--- src/rtl/pool_2_reader.sv ---
// Streams the layer-2 pooled maps out of the result RAM (port b) as a valid/ready stream.
// Reads are credit-limited so the skid FIFO always has room for every word still in flight.
module pool_2_reader #(
  parameter int DATA_WIDTH             = 16,
  parameter int OUT_FEATURE_WIDTH_POOL = 12,
  parameter int NUM_ONEMULT            = 4,
  parameter int POOL_ADDR_WIDTH        = 10,
  parameter int MAP_BITWIDTH           = 2,
  parameter int RD_LATENCY             = 2,
  parameter int FIFO_DEPTH             = 4
) (
  input  logic                       clk,
  input  logic                       reset,
  input  logic                       start,
  output logic                       rden_b,
  output logic [POOL_ADDR_WIDTH-1:0] address_b,
  input  logic [DATA_WIDTH-1:0]      q_b,
  output logic [DATA_WIDTH-1:0]      out_data,
  output logic [MAP_BITWIDTH-1:0]    out_map,
  output logic                       out_last,
  output logic                       out_valid,
  input  logic                       out_ready,
  output logic                       busy,
  output logic                       done
);

  localparam int MAP_SZ = OUT_FEATURE_WIDTH_POOL * OUT_FEATURE_WIDTH_POOL;
  localparam int TOTAL  = NUM_ONEMULT * MAP_SZ;
  localparam int PW     = $clog2(FIFO_DEPTH);
  localparam int CW     = $clog2(FIFO_DEPTH + RD_LATENCY + 1);
  localparam int POSW   = $clog2(MAP_SZ);

  typedef enum logic [1:0] {IDLE, READ, DRAIN, DONE} state_t;
  state_t state;

  logic [POOL_ADDR_WIDTH-1:0] addr;
  logic [POSW-1:0]            pos;
  logic [MAP_BITWIDTH-1:0]    map;

  logic [RD_LATENCY:1]                   vld_pipe;
  logic [RD_LATENCY:1][MAP_BITWIDTH-1:0] map_pipe;
  logic [RD_LATENCY:1]                   last_pipe;

  logic [FIFO_DEPTH-1:0][DATA_WIDTH-1:0]   fifo_data;
  logic [FIFO_DEPTH-1:0][MAP_BITWIDTH-1:0] fifo_map;
  logic [FIFO_DEPTH-1:0]                   fifo_last;
  logic [PW-1:0] wr_ptr, rd_ptr;
  logic [CW-1:0] count, count_next, inflight;
  logic          push, pop, at_last, pos_last;

  always_comb begin
    inflight = '0;
    for (int i = 1; i <= RD_LATENCY; i++) inflight = inflight + CW'(vld_pipe[i]);
  end

  assign push       = vld_pipe[RD_LATENCY];
  assign out_valid  = (count != '0);
  assign pop        = out_valid && out_ready;
  assign count_next = count + CW'(push) - CW'(pop);
  // Credits cover both FIFO contents and reads whose data has not landed yet.
  assign rden_b     = (state == READ) && ((count + inflight) < CW'(FIFO_DEPTH));
  assign address_b  = addr;
  assign at_last    = (addr == POOL_ADDR_WIDTH'(TOTAL - 1));
  assign pos_last   = (pos == POSW'(MAP_SZ - 1));

  assign out_data = fifo_data[rd_ptr];
  assign out_map  = fifo_map[rd_ptr];
  assign out_last = fifo_last[rd_ptr];

  always_ff @(posedge clk) begin
    if (reset) begin
      state     <= IDLE;
      addr      <= '0;
      pos       <= '0;
      map       <= '0;
      busy      <= 1'b0;
      done      <= 1'b0;
      vld_pipe  <= '0;
      map_pipe  <= '0;
      last_pipe <= '0;
      fifo_data <= '0;
      fifo_map  <= '0;
      fifo_last <= '0;
      wr_ptr    <= '0;
      rd_ptr    <= '0;
      count     <= '0;
    end else begin
      vld_pipe[1]  <= rden_b;
      map_pipe[1]  <= map;
      last_pipe[1] <= pos_last;
      for (int i = 2; i <= RD_LATENCY; i++) begin
        vld_pipe[i]  <= vld_pipe[i-1];
        map_pipe[i]  <= map_pipe[i-1];
        last_pipe[i] <= last_pipe[i-1];
      end

      if (push) begin
        fifo_data[wr_ptr] <= q_b;
        fifo_map[wr_ptr]  <= map_pipe[RD_LATENCY];
        fifo_last[wr_ptr] <= last_pipe[RD_LATENCY];
        wr_ptr <= (wr_ptr == PW'(FIFO_DEPTH - 1)) ? '0 : wr_ptr + 1'b1;
      end
      if (pop) rd_ptr <= (rd_ptr == PW'(FIFO_DEPTH - 1)) ? '0 : rd_ptr + 1'b1;
      count <= count_next;

      done <= 1'b0;
      case (state)
        IDLE: if (start) begin
          state <= READ;
          busy  <= 1'b1;
          addr  <= '0;
          pos   <= '0;
          map   <= '0;
        end
        READ: if (rden_b) begin
          if (at_last) state <= DRAIN;
          else         addr  <= addr + 1'b1;
          if (pos_last) begin
            pos <= '0;
            map <= map + 1'b1;
          end else begin
            pos <= pos + 1'b1;
          end
        end
        // Look ahead at count_next so done lands the cycle right after the final pop.
        DRAIN: if (inflight == '0 && count_next == '0) begin
          state <= DONE;
          done  <= 1'b1;
        end
        DONE: begin
          state <= IDLE;
          busy  <= 1'b0;
        end
        default: state <= IDLE;
      endcase
    end
  end

endmodule

--- config.mk ---
export PLATFORM = sky130hd
export DESIGN_NAME = pool_2_reader
export DESIGN_NICKNAME = d
export VERILOG_FILES = /design/src/rtl/pool_2_reader.sv
export SDC_FILE = /design/constraint.sdc
export NUM_CORES = 1
export LEC_CHECK = 0
export ABC_AREA = 1
export CORE_MARGIN = 2
export CORE_UTILIZATION = 48
export CTS_CLUSTER_SIZE = 14
export DETAILED_ROUTE_END_ITERATION = 7
export GPL_ROUTABILITY_DRIVEN = 0
export HOLD_SLACK_MARGIN = 0.12
export PLACE_DENSITY_LB_ADDON = 0.05
export REMOVE_ABC_BUFFERS = 1
export SYNTH_ARGS = -nofsm -noshare
export SYNTH_HDL_FRONTEND = slang
export SYNTH_SLANG_ARGS = --single-unit
--- constraint.sdc ---
create_clock -name clk -period 2.5 [get_ports clk]
set_input_delay 0.75 -clock clk [delete_from_list [all_inputs] [get_ports clk]]
set_output_delay 0.75 -clock clk [all_outputs]
set_load 0.05 [all_outputs]
# Yosys cells after proc, flatten, opt, wreduce, memory -nomap -nowiden

Cells that the tools add are included.

$add $sub $neg: 9
Order comparisons: 4
Equality and inequality tests: 13
Muxes and demuxes: 37
Bitwise operators: 1
Reductions and logical operators: 16

Operators with widths:

| kind                                               | number |
|---|---|
| bitwise mux 64 bit                                 | 1 |
| binary-select mux 16 bit (select 2 bit)            | 1 |
| demux 16 bit (select 2 bit)                        | 1 |
| 2-to-1 mux 16 bit                                  | 2 |
| 2-to-1 mux 10 bit                                  | 3 |
| 2-to-1 mux 8 bit                                   | 3 |
| 2-to-1 mux 2 bit                                   | 11 |
| one-hot mux 10 bit (2 select lines)                | 1 |
| one-hot mux 8 bit (2 select lines)                 | 1 |
| != test 2 bit, second input constant               | 6 |
| AND reduction 4 bit                                | 3 |
| adder 10 x 1 -> 10 bit, second input constant      | 1 |
| equality test 10 bit, second input constant        | 1 |
| adder 8 x 1 -> 8 bit, second input constant        | 1 |
| bitwise mux 8 bit                                  | 1 |
| equality test 2 bit, second input constant         | 4 |
| equality test 8 bit, second input constant         | 1 |
| one-hot mux 2 bit (4 select lines)                 | 1 |
| adder 2 x 1 -> 2 bit, second input constant        | 3 |
| zero test 3 bit                                    | 2 |
| < comparator 2 x 3 -> 1 bit, second input constant | 2 |
| binary-select mux 2 bit (select 2 bit)             | 1 |
| bitwise mux 4 bit                                  | 1 |
| demux 2 bit (select 2 bit)                         | 1 |
| 20 further kinds                                   | 27 |

Flip-flop bits (word level): 115
Input port bits: 20
Output and inout port bits: 33
Word-level logic and storage cells: 102

# Logic depth before layout (Yosys ltp)

Depth after elaboration: 7
Gate-level depth with buffers: 17
Mapped depth without buffers: 17

# Least setup slack after synthesis

No wires, ideal clock.

Path type: flip-flop to flip-flop
From: register count[1]
To: register state[0]
Setup time: 64 ps
Arrival: 2689 ps
Data required time: 2436 ps
Setup slack: -253 ps
Cell stages (with the launch flop): 17
Path buffers: 0
Period minus slack after synthesis: 2753 ps
Cell sequence: dfxtp_1 inv_1 nand3_1 nand2_1 inv_1 ha_1 inv_1 ha_1 inv_1 fa_1 and3_1 nand3_1 nand2_1 nand2_1 nor2_1 nor2_1 nor2_1

Cells in the longest elaborated chain, start to end: 7
Elaborated cells on any way between the ends: 12
Classes of those cells: 3 x add/sub; 1 x order compare; 2 x eq/ne; 6 x reduce/logical

RTL lines:

| item                                 | line | text |
|---|---|---|
| start, declared                      | 48   | `logic [CW-1:0] count, count_next, inflight;` |
| start signal, assigned               | 104  | `count <= count_next;` |
| nonzero test 3 bit                   | 57   | `assign out_valid = (count != '0);` |
| via out_valid                        | 21   | `output logic out_valid,` |
| logical AND 1 bit                    | 58   | `assign pop = out_valid && out_ready;` |
| via pop                              | 49   | `logic push, pop, at_last, pos_last;` |
| subtractor 3 x 1 -> 3 bit            | 59   | `assign count_next = count + CW'(push) - CW'(pop);` |
| zero test 3 bit                      | 126  | `DRAIN: if (inflight == '0 && count_next == '0) begin` |
| logical AND 1 bit                    | 126  |  |
| != test 2 bit (no source line)       | n/a  |  |
| AND reduction 4 bit (no source line) | n/a  |  |
| end signal, assigned                 | 127  | `state <= DONE;` |
| end signal, assigned                 | 131  | `state <= IDLE;` |
| end signal, assigned                 | 134  | `default: state <= IDLE;` |
| end, declared                        | 34   | `state_t state;` |

The timed path passes the listed nets, and every way through them passes these cells.
A chain may end at the register's enable or synchronous reset.

# Final worst setup path

From: register vld_pipe[2] (netlist name)
To: output rden_b

Cells in the longest elaborated chain, start to end: 4

RTL lines:

| item                            | line | text |
|---|---|---|
| start, declared                 | 40   | `logic [RD_LATENCY:1] vld_pipe;` |
| start signal, assigned by index | 92   | `vld_pipe[i] <= vld_pipe[i-1];` |
| adder 1 x 1 -> 2 bit            | 53   | `for (int i = 1; i <= RD_LATENCY; i++) inflight = inflight + CW'(vld_pipe[i]);` |
| adder 3 x 2 -> 3 bit            | 61   | `assign rden_b = (state == READ) && ((count + inflight) < CW'(FIFO_DEPTH));` |
| < comparator 3 bit              | 61   |  |
| logical AND 1 bit               | 61   |  |
| end, declared                   | 15   | `output logic rden_b,` |

No other way between the ends.

==> summary.md <==
| Metric | Value |
|---|---|
| Worst Setup EP | `rden_b` |
| Largest net degree at the start of global routing | `90` |
| Hold crit path type | `reg -> reg` |
| Vias in the first global route | `4781` |
| Total track usage | `0.247` |
| Count of different cell masters after synthesis | `31` |
| Critical path type | `reg -> out` |
| Global-route wire length before repair | `22500 um` |
| DIE AREA | `11700 um^2` |
| Top-count cell post-synth | `nor2_1` |
| Total global routing overflow | `0` |
| R2r startpoint | `count[2]` |
| Detailed-route DRC error count | `0` |
| H-tree lvl count | `4` |
| Minimum clock period | `2.63 ns` |
| P per Cell Area | `1120 nW/um^2` |
| Reg2reg setup slack | `0.05 ns` |
| Via/cell ratio | `5.19` |
| Slew @ Worst Pin | `0.687 ns` |
| Worst path max stage delay | `0.36 ns` |
| Worst Slack Setup Final | `-0.134 ns` |
| Starting Density | `0.498` |
| CORE AREA | `10400 um^2` |
| Number of enable flip-flop cells after synthesis | `0` |
| DR iter-0 viols | `281` |
| Slowest CP cell | `dfxtp_4` |
| Site Rows | `37` |
| Fmax achieved | `380 MHz` |
| Required time worst endpoint | `1.75 ns` |
| Fin Clk Skew | `0.00721 ns` |
| Cells after Synth | `748` |
| Pleak | `2.81 nW` |
| Setup Viol. Count Final | `1` |
| Initial antenna violation count | `0` |
| Final slew viol count | `0` |
| Worst Path Arrival | `1.88 ns` |
| Main area contributors after synthesis | `dfxtp_1, nor2_1, o21ai_0` |
| Hold buffer count at CTS | `0` |
| Total Routed Length | `13800 um` |
| Die H | `108 um` |
| DIE WIDTH | `108 um` |
| Layout cells sized above 1 | `0.154` |
| Mean Syn Cell Area | `6.94 um^2` |
| Insertion delay to the later sink of the worst-skew pair | `0.52 ns` |
| P_int | `4.72 mW` |
| Maximum root-to-sink buffer count | `2` |
| Synth Flop Type | `dfxtp_1` |
| Crit Path Max Fanout | `5` |
| Routed Antenna Nets | `0` |
| TritonRoute pass-1 iters | `7` |
| Clock share of power | `0.326` |
| Setup crit start | `vld_pipe[2]` |
| Critical Path Source Type | `flop` |
| DPL Wire Length | `8620 um` |
| Post-Syn Area | `5190 um^2` |
| Comb power frac | `0.399` |
| RSZ-0062 raised after global routing | `yes` |
| Reg-to-Reg End | `state[0]` |
| Slew Limit Headroom | `0.539` |
| Fin crit share | `1.05` |
| CTS Root Cell | `clkbuf_8` |
| Routed via count | `5039` |
| Syn-to-layout area delta | `30.8%` |
| Part of the power in registers | `0.275` |
| Total Power | `7.58 mW` |
| Status | `finished, violations left` |
| Clock transition at path regs | `0.06 ns` |
| Core occupancy in the finished layout | `0.652` |
| # IOs | `53` |
| R2R depth | `15` |
| Num CTS Buffers | `17` |
| Setup crit end kind | `output pin` |
| Ys Warns | `0` |
| Final Non-Filler Cells | `971` |
| Flop and latch count out of synthesis | `115` |
| Peak supply drop | `0.000563 V` |
| Switching Fraction | `0.377` |
| Top cell type's share of synthesized area | `0.444` |
| Diode count | `0` |
| Placed Instances | `921` |
| CP cell instances | `ha_4 -> ha_4 -> nand3_4 -> nand2_2 -> nand2_2 -> and2_4 -> nor2_4 -> buf_12` |
| Sw power | `2.85 mW` |
| Top cells by count, synth | `nor2_1, o21ai_0, dfxtp_1` |
| CTS tree | `done` |
| Sequential-to-total area share from yosys stat | `0.444` |
| Area leader, netlist | `dfxtp_1` |
| Fin. Hold Viols | `0` |
| Synth async-reset ratio | `0` |
| CTS sink cnt | `115` |
| Hold_ws | `0.401 ns` |
| Wire length per cell | `14.2 um` |
| Max-Cap Viols | `0` |
| Final #Nets | `859` |
| Port bufs | `52` |
| Failing checks | `negative setup slack` |
==> flip-flops by register name, summed over array words and instances (netlist names) <==
register / count
fifo_data: 64
address_b: 10
fifo_map: 8
pos: 8
fifo_last: 4
map_pipe: 4
count: 3
last_pipe: 2
map: 2
rd_ptr: 2
state: 2
vld_pipe: 2
wr_ptr: 2
busy: 1
done: 1
==> how the worst min path moves through the flow <==
stage	startpoint	to	slack [ns]	cells past startpoint
after floorplan	last_pipe[1]	last_pipe[2]	0.39	2
after global placement	last_pipe[1]	last_pipe[2]	0.39	2
after detailed placement	map_pipe[0]	map_pipe[2]	0.40	2
after CTS	last_pipe[1]	last_pipe[2]	0.40	2
after global routing	last_pipe[1]	last_pipe[2]	0.42	2
final	last_pipe[1]	last_pipe[2]	0.40	2
==> metal layers <==
layer	wire length, um	up-vias	track usage
met5	0	-	0
met4	303	0	0.0934
met3	662	25	0.0681
met2	6970	127	0.425
met1	5880	2325	0.293
li1	-	2562	-
==> layout make-up <==
| type | count | area [um^2] |
|---|---|---|
| fill | 915 | 3630 |
| timing repair buffer | 93 | 842 |
| clock buffer | 22 | 453 |
| inverter | 52 | 198 |
| tap | 136 | 170 |
| multi-input combinational | 543 | 2650 |
| sequential | 115 | 2320 |
| clock inverter | 10 | 155 |
==> critical path, delay by kind of cell, from the launching register on <==
family | cells | cell delay, ns
and+or+nand+nor | 5 | 0.44
buffers and inverters | 1 | 0.14
DFF | 1 | 0.36
adders and majority gates | 2 | 0.42
==> cell families after synthesis <==
kind of cell               Yosys count  share of synthesized area
and+or+nand+nor                    362                      0.280
adders and majority gates           17                     0.0424
DFF                                115                      0.444
buffers and inverters               90                     0.0663
AOI/OAI and AO/OA                  162                      0.164
xor gates and xnor gates             2                    0.00338
==> power by group through the flow <==
stage          combinational [mW]  sequential (mW)  clock, mW
2_1_floorplan                1.71             2.17          0
3_3_place_gp                 2.64             2.09          0
3_5_place_dp                 2.68             2.10          0
4_1_cts                      2.87             2.07       2.51
5_1_grt                      3.27             2.10       2.61
6_report                     3.02             2.09       2.47
==> repair_timing <==
action                     CTS  global route
setup endpoints to repair   26            17
pin swaps                   11             8
buffers inserted            15             3
resized for setup           29            29
==> placed cells by master, fill, tap and decap left out, types with 5 or more instances in the layout <==
| master | netlist | layout |
|---|---|---|
| nor2_1 | 232 | 230 |
| o21ai_0 | 116 | 115 |
| dfxtp_1 | 115 | 108 |
| nand2_1 | 84 | 79 |
| buf_4 | 1 | 53 |
| inv_1 | 48 | 41 |
| nand3_1 | 24 | 20 |
| clkdlybuf4s50_1 | 0 | 20 |
| a21oi_1 | 19 | 19 |
| o22ai_1 | 19 | 18 |
| clkbuf_16 | 0 | 16 |
| ha_1 | 16 | 13 |
| dlygate4sd2_1 | 0 | 9 |
| nand2_2 | 1 | 6 |
| o21ai_1 | 5 | 6 |
| nand4_1 | 6 | 6 |
| inv_2 | 0 | 5 |
| clkinv_1 | 4 | 5 |
| dfxtp_2 | 0 | 5 |
==> stage by stage <==
stage	setup slack (ns)	cell area (um^2)	setup TNS [ns]
6_report	-0.134	6790	-0.134
5_1_grt	-0.204	6790	-0.391
4_1_cts	-0.211	6670	-0.211
3_5_place_dp	-0.608	5890	-1.50
3_3_place_gp	-0.511	5890	-1.19
2_1_floorplan	-0.402	5040	-8.16
Note: power is estimated with default switching activity, not from simulation.
